--- config.mk ---
export PLATFORM = sky130hd
export DESIGN_NAME = wb_gpio_out
export DESIGN_NICKNAME = d
export VERILOG_FILES = /design/src/rtl/wb_gpio_out.sv
export SDC_FILE = /design/constraint.sdc
export NUM_CORES = 1
export LEC_CHECK = 0
export CORE_MARGIN = 3
export CORE_UTILIZATION = 60
export CTS_BUF_LIST = sky130_fd_sc_hd__clkbuf_4 sky130_fd_sc_hd__clkbuf_8 sky130_fd_sc_hd__clkbuf_16
export DETAILED_ROUTE_END_ITERATION = 7
export GPL_TIMING_DRIVEN = 1
export PLACE_DENSITY = 0.9
export SLEW_MARGIN = 0
export SYNTH_ARGS = -nofsm -noshare
export SYNTH_HDL_FRONTEND = slang
export SYNTH_SLANG_ARGS = --single-unit
--- constraint.sdc ---
create_clock -name clk -period 5.35 [get_ports clk]
set_input_delay 0.535 -clock clk [delete_from_list [all_inputs] [get_ports clk]]
set_output_delay 0.535 -clock clk [all_outputs]
set_load 0.05 [all_outputs]
--- src/rtl/wb_gpio_out.sv ---
// wb_gpio_out: Wishbone-controlled dual 32-bit GPIO output block with a blink engine.
//
// Ports:
//   clk, rst           - single clock, synchronous active-high reset
//   cyc_i, stb_i       - Wishbone cycle/strobe (block already selected by the decoder)
//   we_i, adr_i, sel_i - write enable, byte address (adr_i[5:2] decoded), byte lanes
//   dat_i / dat_o      - write data / registered read data
//   ack_o              - registered single-cycle acknowledge
//   gpio, gpio1        - output ports, driven straight from the OUT0/OUT1 flops
//
// Register map (word index adr_i[5:2]):
//   0 OUT0  1 SET0  2 CLR0  3 TGL0  4 OUT1  5 SET1  6 CLR1  7 TGL1
//   8 BLINK0  9 BLINK1  10 PERIOD  11 COUNT (RO)  12-15 unused

module wb_gpio_out #(
    parameter logic [31:0] RST_OUT0 = 32'h0000_0000,
    parameter logic [31:0] RST_OUT1 = 32'h0000_0000
) (
    input  logic        clk,
    input  logic        rst,
    input  logic        cyc_i,
    input  logic        stb_i,
    input  logic        we_i,
    input  logic [31:0] adr_i,
    input  logic [3:0]  sel_i,
    input  logic [31:0] dat_i,
    output logic [31:0] dat_o,
    output logic        ack_o,
    output logic [31:0] gpio,
    output logic [31:0] gpio1
);

    logic [31:0] out0_q, out0_d;
    logic [31:0] out1_q, out1_d;
    logic [31:0] blink0_q, blink0_d;
    logic [31:0] blink1_q, blink1_d;
    logic [31:0] period_q, period_d;
    logic [31:0] cnt_q, cnt_d;
    logic [31:0] dat_q, dat_d;
    logic        ack_q, ack_d;

    logic        req;
    logic        wr;
    logic        rd;
    logic [3:0]  idx;
    logic [31:0] mask;
    logic        period_wr;
    logic        cnt_wrap;
    logic        tick;
    logic [31:0] out0_bus;
    logic [31:0] out1_bus;

    // op: 0 = RW, 1 = SET, 2 = CLR, 3 = TGL
    function automatic logic [31:0] bus_update(input logic [31:0] cur, input logic [1:0] op,
                                               input logic [31:0] data, input logic [31:0] m);
        logic [31:0] res;
        res = cur;
        unique case (op)
            2'd0: res = (cur & ~m) | (data & m);
            2'd1: res = cur | (data & m);
            2'd2: res = cur & ~(data & m);
            2'd3: res = cur ^ (data & m);
            default: res = cur;
        endcase
        return res;
    endfunction

    always_comb begin
        req  = cyc_i & stb_i & ~ack_q;
        wr   = req & we_i;
        rd   = req & ~we_i;
        idx  = adr_i[5:2];
        mask = {{8{sel_i[3]}}, {8{sel_i[2]}}, {8{sel_i[1]}}, {8{sel_i[0]}}};

        // Blink counter; a PERIOD write restarts it and swallows this cycle's tick.
        period_wr = wr && (idx == 4'd10);
        cnt_wrap  = (period_q != 32'd0) && (cnt_q == period_q - 32'd1);
        tick      = cnt_wrap && !period_wr;
        if (period_wr || (period_q == 32'd0) || cnt_wrap) begin
            cnt_d = 32'd0;
        end else begin
            cnt_d = cnt_q + 32'd1;
        end

        out0_bus = out0_q;
        if (wr && (idx[3:2] == 2'b00)) begin
            out0_bus = bus_update(out0_q, idx[1:0], dat_i, mask);
        end
        out1_bus = out1_q;
        if (wr && (idx[3:2] == 2'b01)) begin
            out1_bus = bus_update(out1_q, idx[1:0], dat_i, mask);
        end

        // Pre-write blink masks apply, so a BLINKx write only affects later ticks.
        out0_d = tick ? (out0_bus ^ blink0_q) : out0_bus;
        out1_d = tick ? (out1_bus ^ blink1_q) : out1_bus;

        blink0_d = blink0_q;
        blink1_d = blink1_q;
        period_d = period_q;
        if (wr && (idx == 4'd8)) begin
            blink0_d = bus_update(blink0_q, 2'd0, dat_i, mask);
        end
        if (wr && (idx == 4'd9)) begin
            blink1_d = bus_update(blink1_q, 2'd0, dat_i, mask);
        end
        if (period_wr) begin
            period_d = bus_update(period_q, 2'd0, dat_i, mask);
        end

        dat_d = dat_q;
        if (rd) begin
            unique case (idx)
                4'd0:    dat_d = out0_q;
                4'd4:    dat_d = out1_q;
                4'd8:    dat_d = blink0_q;
                4'd9:    dat_d = blink1_q;
                4'd10:   dat_d = period_q;
                4'd11:   dat_d = cnt_q;
                default: dat_d = 32'd0;
            endcase
        end

        ack_d = req;
    end

    always_ff @(posedge clk) begin
        if (rst) begin
            out0_q   <= RST_OUT0;
            out1_q   <= RST_OUT1;
            blink0_q <= 32'd0;
            blink1_q <= 32'd0;
            period_q <= 32'd0;
            cnt_q    <= 32'd0;
            dat_q    <= 32'd0;
            ack_q    <= 1'b0;
        end else begin
            out0_q   <= out0_d;
            out1_q   <= out1_d;
            blink0_q <= blink0_d;
            blink1_q <= blink1_d;
            period_q <= period_d;
            cnt_q    <= cnt_d;
            dat_q    <= dat_d;
            ack_q    <= ack_d;
        end
    end

    assign dat_o = dat_q;
    assign ack_o = ack_q;
    assign gpio  = out0_q;
    assign gpio1 = out1_q;

endmodule

==> results of run 1 <==
-- kinds of logic (layout without fill, tap and decap cells) --
group	Yosys count	in the layout	share of synthesized area
adder cells (fa/ha/maj)	67	67	0.0554
AND/OR/NAND/NOR	772	772	0.257
AO/OA/AOI/OAI	525	525	0.225
flip-flops	225	225	0.298
XOR/XNOR	73	73	0.0423
buffers and inverters	191	227	0.0554
multiplexers	98	98	0.0673
-- cells in the final DEF, fill, tap and decap left out, types with 28 or more instances in the layout --
cell type / count
a21oi_1: 236
a22oi_1: 61
a311oi_1: 47
a31o_1: 43
clkdlybuf4s50_1: 137
dfxtp_1: 225
ha_1: 67
mux2i_1: 95
nand2_1: 214
nand2b_1: 78
nand3_1: 117
nor2_1: 137
nor2b_1: 57
nor3_1: 45
o221ai_1: 28
o22ai_1: 50
xnor2_1: 36
xor2_1: 37
-- metrics by stage --
stage	total power [µW]	cells	setup slack (ns)	util	cell area, µm²
finish	3930	2311	1.08	0.704	17300
global route	4020	2311	0.918	0.704	17300
CTS	3910	2311	1.27	0.704	17300
detailed placement	2180	2268	1.09	0.670	16400
global placement	2160	2268	1.19	0.670	16400
floorplan	2030	1951	2.32	-	15100
-- synth_stat cells, drive strengths merged, types with 2 or more instances --
cell type	n
a211oi	5
a21o	6
a21oi	237
a22oi	61
a311oi	47
a31o	47
and2	4
and3	8
and4	5
buf	47
clkbuf	129
dfxtp	225
ha	67
inv	15
mux2i	95
mux4	3
nand2	214
nand2b	78
nand3	134
nand4	14
nand4b	2
nor2	138
nor2b	58
nor3	46
nor3b	5
nor4	23
o211ai	7
o21ai	23
o221ai	28
o22ai	50
o31a	2
o31ai	3
or2	18
or3	11
or4	9
xnor2	36
xor2	37
-- path summary, 6_finish.rpt --
check | start | to | slack (ns) | cells after the start
worst max-delay path | flop | cnt_q[5]$_SDFF_PP0_ | 1.08 | 11
worst min-delay path | flop | flop | 0.49 | 2
worst max register to register | flop | cnt_q[5]$_SDFF_PP0_ | 1.08 | 11
worst min register to register | flop | flop | 0.49 | 2
-- area by class of cell --
cell class                      instances  share of cell area
Timing Repair Buffer                  169              0.0957
Clock inverter                          7             0.00536
Sequential cell                       225               0.261
Multi-Input combinational cell       1535               0.569
Tap cell                              324              0.0235
Clock buffer                           36              0.0425
Inverter                               15             0.00326
-- routing by layer --
| metal | wire [µm] | share of wire | vias to the layer above | track usage |
|---|---|---|---|---|
| met5 | 0 | 0 | - | 0 |
| met4 | 2650 | 0.051 | 0 | 0.172 |
| met3 | 6140 | 0.12 | 242 | 0.0637 |
| met2 | 23000 | 0.44 | 1158 | 0.571 |
| met1 | 20000 | 0.39 | 7481 | 0.489 |
| li1 | - | - | 7137 | - |
-- where the power goes --
group          internal [µW]  total (µW)  switching, µW  leakage, µW
combinational            157         463            306      0.00401
clock                   1050        1770            723     0.000418
sequential              1690        1700           13.0      0.00181
-- critical path: stages (launching register included) --
cell and delay, ns:
dfxtp_1 0.39, inv_1 0.11, ha_1 0.24, nor3b_1 0.74, nand2_1 0.29, nor3_1 0.25, xnor2_1 0.09, nor4_1 0.51
nand3_1 0.24, nor4_4 0.73, buf_4 0.40, nor3_1 0.10
==> key figures, run 1 <==
Status
  – Outcome: finished with violations
  – Failing checks: design-rule violations

STA
  – Pins Over Slew Limit: 0
  – TNS Setup: 0 ns
  – Fmax: roughly 0.23 GHz
  – Crit path time final: between 4 and 5 ns
  – # setup viols final: 0
  – Smallest hold slack: 0.487 ns
  – Worst relative slew slack: 0.165
  – Clock Skews: 0.0141 ns
  – RSZ-0062 raised after global routing: false
  – Worst slew pin tran: roughly 1.2 ns
  – Final worst-path cycle share: 0.799
  – Final hold violations: 0

GRT
  – Gr ovfl total: 0
  – GR Util All Layers: 0.365
  – Pin count of the biggest net entering global routing: around 150
  – Vias in the first global route: 14,876
  – First-pass GRT wire length: between 70,000 and 80,000 µm
  – Initial antenna violation count: 0

Final layout
  – Layout fillers: between 1,500 and 2,000
  – Area of the multi-input gates: 9820 µm²
  – Layout area overhead: 14.1%
  – Layout cells sized above 1: 0.0679
  – Register area: about 4500 µm²
  – Ant. Diodes: 0
  – Nets@finish: approximately 2,100

Clock network
  – H-Tree Depth: 1
  – Post-CTS Setup Bufs: 0
  – CTS Buf Count: 25
  – Worst skew pair latency: 0.54 ns
  – Max clock buf depth: 3
  – Clock sink total: ~230
  – CTS tree: built
  – Cts hold-fix bufs: 0
  – Clock Tree Root: clkbuf_16
  – Clock-pin slew on the worst setup and hold paths: about 0.060 ns
  – CTS-repair resized insts: 0

Routing
  – Wirelength per Cell: 22.4 µm
  – Routed WL: slightly above 50,000 µm
  – Vias per Instance: between 6 and 7
  – DRC Markers: 1
  – Routed Antenna Nets: 0
  – Drt pass-1 iters: 8
  – DRT iter0 DRCs: approximately 2,500
  – Via count: 16,018

Power
  – Cell Pwr Density: ~230 nW/µm²
  – Worst vdd ir: about 0.19 mV
  – Static Leak: around 0.0062 µW

Logic synthesis
  – Cell count after synthesis: 1,951
  – Area share of the leading cell type in the synthesized netlist: 0.298
  – Seq/Total Area, Yosys: 0.298
  – Post-Syn Nets: 2,091
  – Most common flop cell mapped by yosys: dfxtp_1
  – Synth area leader: dfxtp_1
  – Number of synthesized flops with an enable pin: 0
  – Ys async rst share: 0
  – Yosys warns: 0
  – Cell area after synthesis: about 15,000 µm²
  – Syn_area_per_cell: about 7.8 µm²
  – FF+latch count, synth: between 200 and 250
  – Synth top area cells: dfxtp_1, a21oi_1, mux2i_1
  – Netlist cell types: just over 60

Floorplan
  – Core area: about 25,000 µm²
  – Initial Util: 0.616
  – Die Y: roughly 160 µm
  – Die Area: ~27,000 µm²
  – Core Rows: 57
  – I/O pin total: 170
  – Chip width: around 160 µm

Placed design
  – GPL Wtd Cong: roughly 0.93
  – HPWL after detailed placement: between 30,000 and 40,000 µm
  – Buffers on Ports: 141

Critical path
  – Critical path class: flop to flop
  – Req. time, crit path: between 5 and 6 ns
  – Critical Path AT: around 4.6 ns
  – Crit path launch type: flop
  – Max Fanout on Critical Path: 22
  – CP endpoint kind: flop

Job
  – # Max-Cap Violations: 0

Hold path
  – Class of the worst hold path: flop to flop
Note: power is estimated with default switching activity, not from simulation.
==> run 2: changes to the inputs <==
- CORE_UTILIZATION: 60 -> 52
- PLACE_DENSITY: 0.9 -> 0.84
- clock period: 5.35 -> 3.7 ns (I/O delays scaled with it)
==> run 2 against run 1 <==
The run now ends clean. Register-to-register slack got worse by 0.87 ns. Die area rose by 15%. Clock skew barely moved. Clock power rose by 50%. Maximum frequency rose by 22%. Hold slack got worse by 0.091 ns. Non-clock buffer count rose by 34. Critical path depth fell by 2. Wire length rose by 2.4%. Power rose by 47%. Largest power group unchanged.
==> key figures, run 2 (synthesized netlist as in run 1, its figures left out) <==
STA
  – Final worst-path cycle share: 0.945 (+0.146)
  – TNS Setup: 0 ns (unchanged)
  – Final hold violations: 0 (unchanged)
  – RSZ-0062 raised after global routing: false
  – Crit path time final: 3.50 ns (-0.777 ns)
  – Pins Over Slew Limit: 0 (unchanged)
  – Worst slew pin tran: 1.24 ns (-0.0130 ns)
  – Worst relative slew slack: 0.176 (+0.0107)
  – Clock Skews: 0.0143 ns (+0.000219 ns)
  – # setup viols final: 0 (unchanged)
  – Fmax: 0.286 GHz (+22%)

Clock network
  – CTS Buf Count: 26 (+4.0%)
  – Worst skew pair latency: 0.53 ns (about the same)
  – Clock sink total: 225 (unchanged)
  – H-Tree Depth: 1 (unchanged)
  – Cts hold-fix bufs: 0 (unchanged)
  – Clock-pin slew on the worst setup and hold paths: 0.06 ns (about the same)
  – CTS tree: built
  – Max clock buf depth: 3 (unchanged)
  – Clock Tree Root: clkbuf_16
  – Post-CTS Setup Bufs: 0 (unchanged)

Floorplan
  – Die Area: 31,200 µm² (+15%)
  – Initial Util: 0.536 (-0.0809)
  – Die Y: 177 µm (+7.1%)
  – I/O pin total: 170 (unchanged)
  – Chip width: 177 µm (+7.1%)
  – Core area: 28,200 µm² (+15%)
  – Core Rows: 61 (+7.0%)

GRT
  – Gr ovfl total: 0 (unchanged)
  – Pin count of the biggest net entering global routing: 110 (-28%)
  – GR Util All Layers: 0.327 (-0.0379)
  – Initial antenna violation count: 1 (+1)
  – First-pass GRT wire length: 83,200 µm (+4.6%)
  – Vias in the first global route: 15,358 (+3.2%)

Critical path
  – Critical Path AT: 3.92 ns (-0.71 ns)
  – Max stage delay cell, worst path: or4_1
  – Critical path class: flop to flop
  – Worst path cell trace: or3_4 -> or4_1 -> or4_4 -> a22oi_1 -> and4bb_1 -> o2111a_2 -> buf_12 -> a311oi_1 -> a31o_1
  – Req. time, crit path: 4.12 ns (-1.58 ns)
  – Buf+Inv Stages, Crit Path: 1 (-1)
  – Max stage delay on crit path: 0.60 ns (-0.14 ns)
  – Crit path launch type: flop
  – Worst path top cell family by delay: simple AND/OR/NAND/NOR gates
  – CP endpoint kind: flop
  – Max Fanout on Critical Path: 50 (+130%)

Power
  – Worst vdd ir: 0.393 mV (+110%)
  – Static Leak: 0.00645 µW (+3.4%)
  – Cell Pwr Density: 327 nW/µm² (+44%)

Final layout
  – Commonest non-fill, non-tap cells in the layout: a21oi_1, dfxtp_1, nand2_1
  – Post-route cell area: 17,700 µm² (+2.6%)
  – Commonest non-fill, non-tap cell in the layout: a21oi_1
  – Nets@finish: 2,146 (+1.7%)
  – Layout cells sized above 1: 0.0859 (+0.0179)
  – Layout area overhead: 17.1%

Status
  – Outcome: complete, no violations

Hold path
  – Class of the worst hold path: input port to flop

Placed design
  – Area post-placement: 16,800 µm² (+2.3%)
  – GPL Wtd Cong: 0.985 (+6.4%)
  – HPWL after detailed placement: 36,000 µm (+8.0%)
  – Buffers on Ports: 141 (unchanged)

Routing
  – Routed WL: 53,000 µm (+2.4%)
  – DRT iter0 DRCs: 2,080 (-15%)
  – Via count: 16,145 (+0.79%)
  – Wirelength per Cell: 22.0 µm (-1.6%)
  – DRC Markers: 0 (-1)
  – Vias per Instance: 6.71 (-3.1%)
  – Drt pass-1 iters: 6 (-2)
  – Routed Antenna Nets: 0 (unchanged)

Job
  – # Max-Cap Violations: 0 (unchanged)
-- run 2: worst register-to-register path, stage by stage, from the launching register on --
cell      delay [ns]
dfxtp_1         0.38
or3_4           0.41
or4_1           0.60
or4_4           0.58
a22oi_1         0.19
and4bb_1        0.23
o2111a_2        0.25
buf_12          0.32
a311oi_1        0.19
a31o_1          0.24
-- run 2: metal layers --
layer,vias up,GRT usage,wire length [µm]
met2,1017,0.515,23700
met3,197,0.0712,6140
met5,-,0,0
met1,7703,0.436,21100
li1,7228,-,-
met4,0,0.131,2110
-- run 2: what timing repair did --
action / CTS / global route
endpoints found under the hold margin: 0 / 0
gates resized for setup: 0 / 1
setup endpoints to repair: 0 / 32
-- run 2: path summary, 6_finish.rpt --
path	from	cells past startpoint	slack, ns	to
setup / recovery	flop	9	0.20	gpio[28]$_SDFF_PP0_
setup reg to reg	flop	9	0.20	gpio[28]$_SDFF_PP0_
hold reg to reg	flop	2	0.49	flop
hold / removal	rst	2	0.40	ack_o$_SDFF_PP0_
-- run 2: cell type report --
| class | count | area (µm²) |
|---|---|---|
| Clock inverter | 12 | 95.1 |
| Multi-Input combinational cell | 1535 | 9820 |
| Clock buffer | 36 | 793 |
| Inverter | 15 | 56.3 |
| Sequential cell | 225 | 4500 |
| Timing Repair Buffer | 203 | 1970 |
| Antenna cell | 1 | 2.50 |
| Tap cell | 378 | 473 |
| Fill cell | 2386 | 10500 |
-- run 2: stage by stage --
stage	worst slack (ns)	util	hold WS, ns	std cells	power [µW]
after floorplan	0.666	-	0.458	1951	2930
after global placement	0.301	0.596	0.465	2356	3150
after detailed placement	0.254	0.596	0.475	2356	3170
after CTS	0.247	0.627	0.367	2404	5770
after global routing	0.103	0.627	0.402	2405	5950
final	0.202	0.627	0.396	2405	5790
-- run 2: report_power, final --
part | internal, µW | switching, µW | total, µW | leakage, µW
clock | 1560 | 1090 | 2650 | 0.000437
sequential | 2440 | 18.3 | 2450 | 0.00181
combinational | 241 | 446 | 687 | 0.00420
total | 4240 | 1550 | 5790 | 0.00645
==> run 3: changes to the inputs <==
- CAP_MARGIN: not set -> 15
- GPL_ROUTABILITY_DRIVEN: not set -> 0
==> run 3 against run 2 <==
Critical path depth unchanged. Die area unchanged. Via count down 0.15%. Clock skew up 0.014 ns. Maximum frequency about the same. First-iteration DRC count up 2.7%. Non-clock buffer count down 7. Sequential power about the same. Final cell count down 0.50%. Cell area down 0.42%. Count of clock-buffer cells in the layout down 2. Flip-flop and latch count unchanged.
==> key figures, run 3 (synthesized netlist as in run 1, its figures left out) <==
Critical path
  – CP endpoint kind: flop
  – Crit path launch type: flop
  – Critical Path AT: 3.91 ns (about the same)
  – Worst path top cell family by delay: simple AND/OR/NAND/NOR gates
  – Max stage delay cell, worst path: or4_1
  – R2R cell count: 9 (unchanged)
  – Max stage delay on crit path: 0.61 ns (about the same)
  – Reg2reg end: gpio[29]$_SDFF_PP0_
  – Worst path cell trace: or3_4 -> or4_1 -> nor3_2 -> nand4_1 -> a21oi_1 -> o2111a_2 -> buf_12 -> a311oi_1 -> a31o_1
  – Critical path class: flop to flop
  – Req. time, crit path: 4.11 ns (about the same)
  – Max Fanout on Critical Path: 34 (-32%)
  – Buf+Inv Stages, Crit Path: 1 (unchanged)
  – Flop2flop setup slack: 0.20 ns (about the same)

STA
  – Final setup margin: 0.204 ns (+0.00176 ns)
  – Smallest hold slack: 0.359 ns (-0.0370 ns)
  – Fmax: 0.286 GHz (about the same)
  – Final hold violations: 0 (unchanged)
  – Clock Skews: 0.0285 ns (+0.0142 ns)
  – Crit path time final: 3.50 ns (-0.00177 ns)
  – RSZ-0062 raised after global routing: false
  – # setup viols final: 0 (unchanged)
  – Worst relative slew slack: 0.309 (+0.132)
  – Worst slew pin tran: 1.04 ns (-0.200 ns)
  – Final worst-path cycle share: 0.945 (about the same)
  – Pins Over Slew Limit: 0 (unchanged)
  – TNS Setup: 0 ns (unchanged)

Clock network
  – Clock Tree Root: clkbuf_16
  – Cts hold-fix bufs: 0 (unchanged)
  – Clock-pin slew on the worst setup and hold paths: 0.07 ns (about the same)
  – CTS tree: built
  – Worst skew pair latency: 0.54 ns (about the same)
  – H-Tree Depth: 1 (unchanged)
  – CTS Buf Count: 24 (-7.7%)
  – CTS-repair resized insts: 0 (unchanged)
  – Max clock buf depth: 3 (unchanged)
  – Post-CTS Setup Bufs: 0 (unchanged)
  – Clock sink total: 225 (unchanged)

GRT
  – GR Util All Layers: 0.317 (-0.00993)
  – Vias in the first global route: 15,196 (-1.1%)
  – First-pass GRT wire length: 80,600 µm (-3.1%)
  – Pin count of the biggest net entering global routing: 108 (-1.8%)
  – Gr ovfl total: 0 (unchanged)
  – Initial antenna violation count: 0 (-1)

Final layout
  – Nets@finish: 2,137 (-0.42%)
  – Layout cells sized above 1: 0.0804 (-0.00549)
  – Ant. Diodes: 0 (-1)
  – Layout area overhead: 16.6%
  – Post-route cell area: 17,600 µm² (-0.42%)
  – Commonest non-fill, non-tap cell in the layout: a21oi_1
  – Layout fillers: 2,314 (-3.0%)
  – Commonest non-fill, non-tap cells in the layout: a21oi_1, dfxtp_1, nand2_1

Placed design
  – Buffers on Ports: 141 (unchanged)
  – HPWL after detailed placement: 34,200 µm (-5.1%)
  – Setup WS pre-CTS: 0.308 ns (+0.0540 ns)
  – Area post-placement: 16,800 µm² (-0.31%)

Hold path
  – Hold worst-path end: dat_o[31]$_SDFFE_PP0P_
  – Worst Hold Launch: rst
  – Hold Crit Depth: 2 (unchanged)
  – Class of the worst hold path: input port to flop

Floorplan
  – Chip width: 177 µm (unchanged)
  – Die Area: 31,200 µm² (unchanged)
  – Core Rows: 61 (unchanged)
  – Die Y: 177 µm (unchanged)
  – I/O pin total: 170 (unchanged)
  – Core area: 28,200 µm² (unchanged)
  – Initial Util: 0.536 (unchanged)

Routing
  – Routed Antenna Nets: 0 (unchanged)
  – Drt pass-1 iters: 6 (unchanged)
  – Routed WL: 51,600 µm (-2.6%)
  – DRT iter0 DRCs: 2,137 (+2.7%)
  – Wirelength per Cell: 21.6 µm (-2.2%)
  – DRC Markers: 0 (unchanged)
  – Vias per Instance: 6.74 (+0.35%)
  – Via count: 16,120 (-0.15%)

Status
  – Outcome: complete, no violations

Power
  – Static Leak: 0.00641 µW (-0.54%)
  – Worst vdd ir: 0.364 mV (-7.5%)
  – Cell Pwr Density: 331 nW/µm² (+1.1%)
  – Overall power: 5830 µW (+0.68%)

Job
  – # Max-Cap Violations: 0 (unchanged)
-- run 3: cell types whose count changed in the layout (fill, tap and decap cells not counted), sizes merged --
cell      before  now
clkinvlp       4    0
clkbuf        36   34
diode          1    0
buf           66   59
clkinv         8    7
bufinv         1    4
-- run 3: worst max path at each step --
stage / start / to / cells past startpoint
2_1_floorplan: flop / gpio[28]$_SDFF_PP0_ / 11
3_3_place_gp: flop / gpio[31]$_SDFF_PP0_ / 9
3_5_place_dp: flop / gpio1[16]$_SDFF_PP0_ / 9
4_1_cts: flop / gpio[17]$_SDFF_PP0_ / 9
5_1_grt: flop / gpio[23]$_SDFF_PP0_ / 9
6_report: flop / gpio[29]$_SDFF_PP0_ / 9
-- run 3: area by class of cell --
class                   count  area [µm²]  share of cell area
clock buffers              34         724              0.0411
clock inverters            10         150             0.00851
inverters                  15        56.3             0.00319
multi-input cells        1535        9820               0.556
flip-flops and latches    225        4500               0.255
well taps                 378         473              0.0268
repair buffers            196        1920               0.109
-- run 3: per-layer routing --
metal,part of all wire,up-vias,wire (µm),global-route usage
met4,0.045,0,2340,0.138
met3,0.13,225,6530,0.0705
met1,0.38,7546,19800,0.417
li1,-,7204,-,-
met5,0,-,0,0
met2,0.44,1145,23000,0.500
-- run 3: per-stage QoR --
step | utilization | std cells
floorplan | - | 1951
CTS | 0.625 | 2393
global placement | 0.594 | 2349
detailed placement | 0.594 | 2349
global route | 0.625 | 2393
finish | 0.625 | 2393
-- run 3: report_power, final --
part           switching, µW  total [µW]  leakage, µW  internal, µW
logic                    445         683      0.00416           238
registers               18.2        2450      0.00181          2440
clock network           1050        2690     0.000442          1640
total                   1520        5830      0.00641          4310
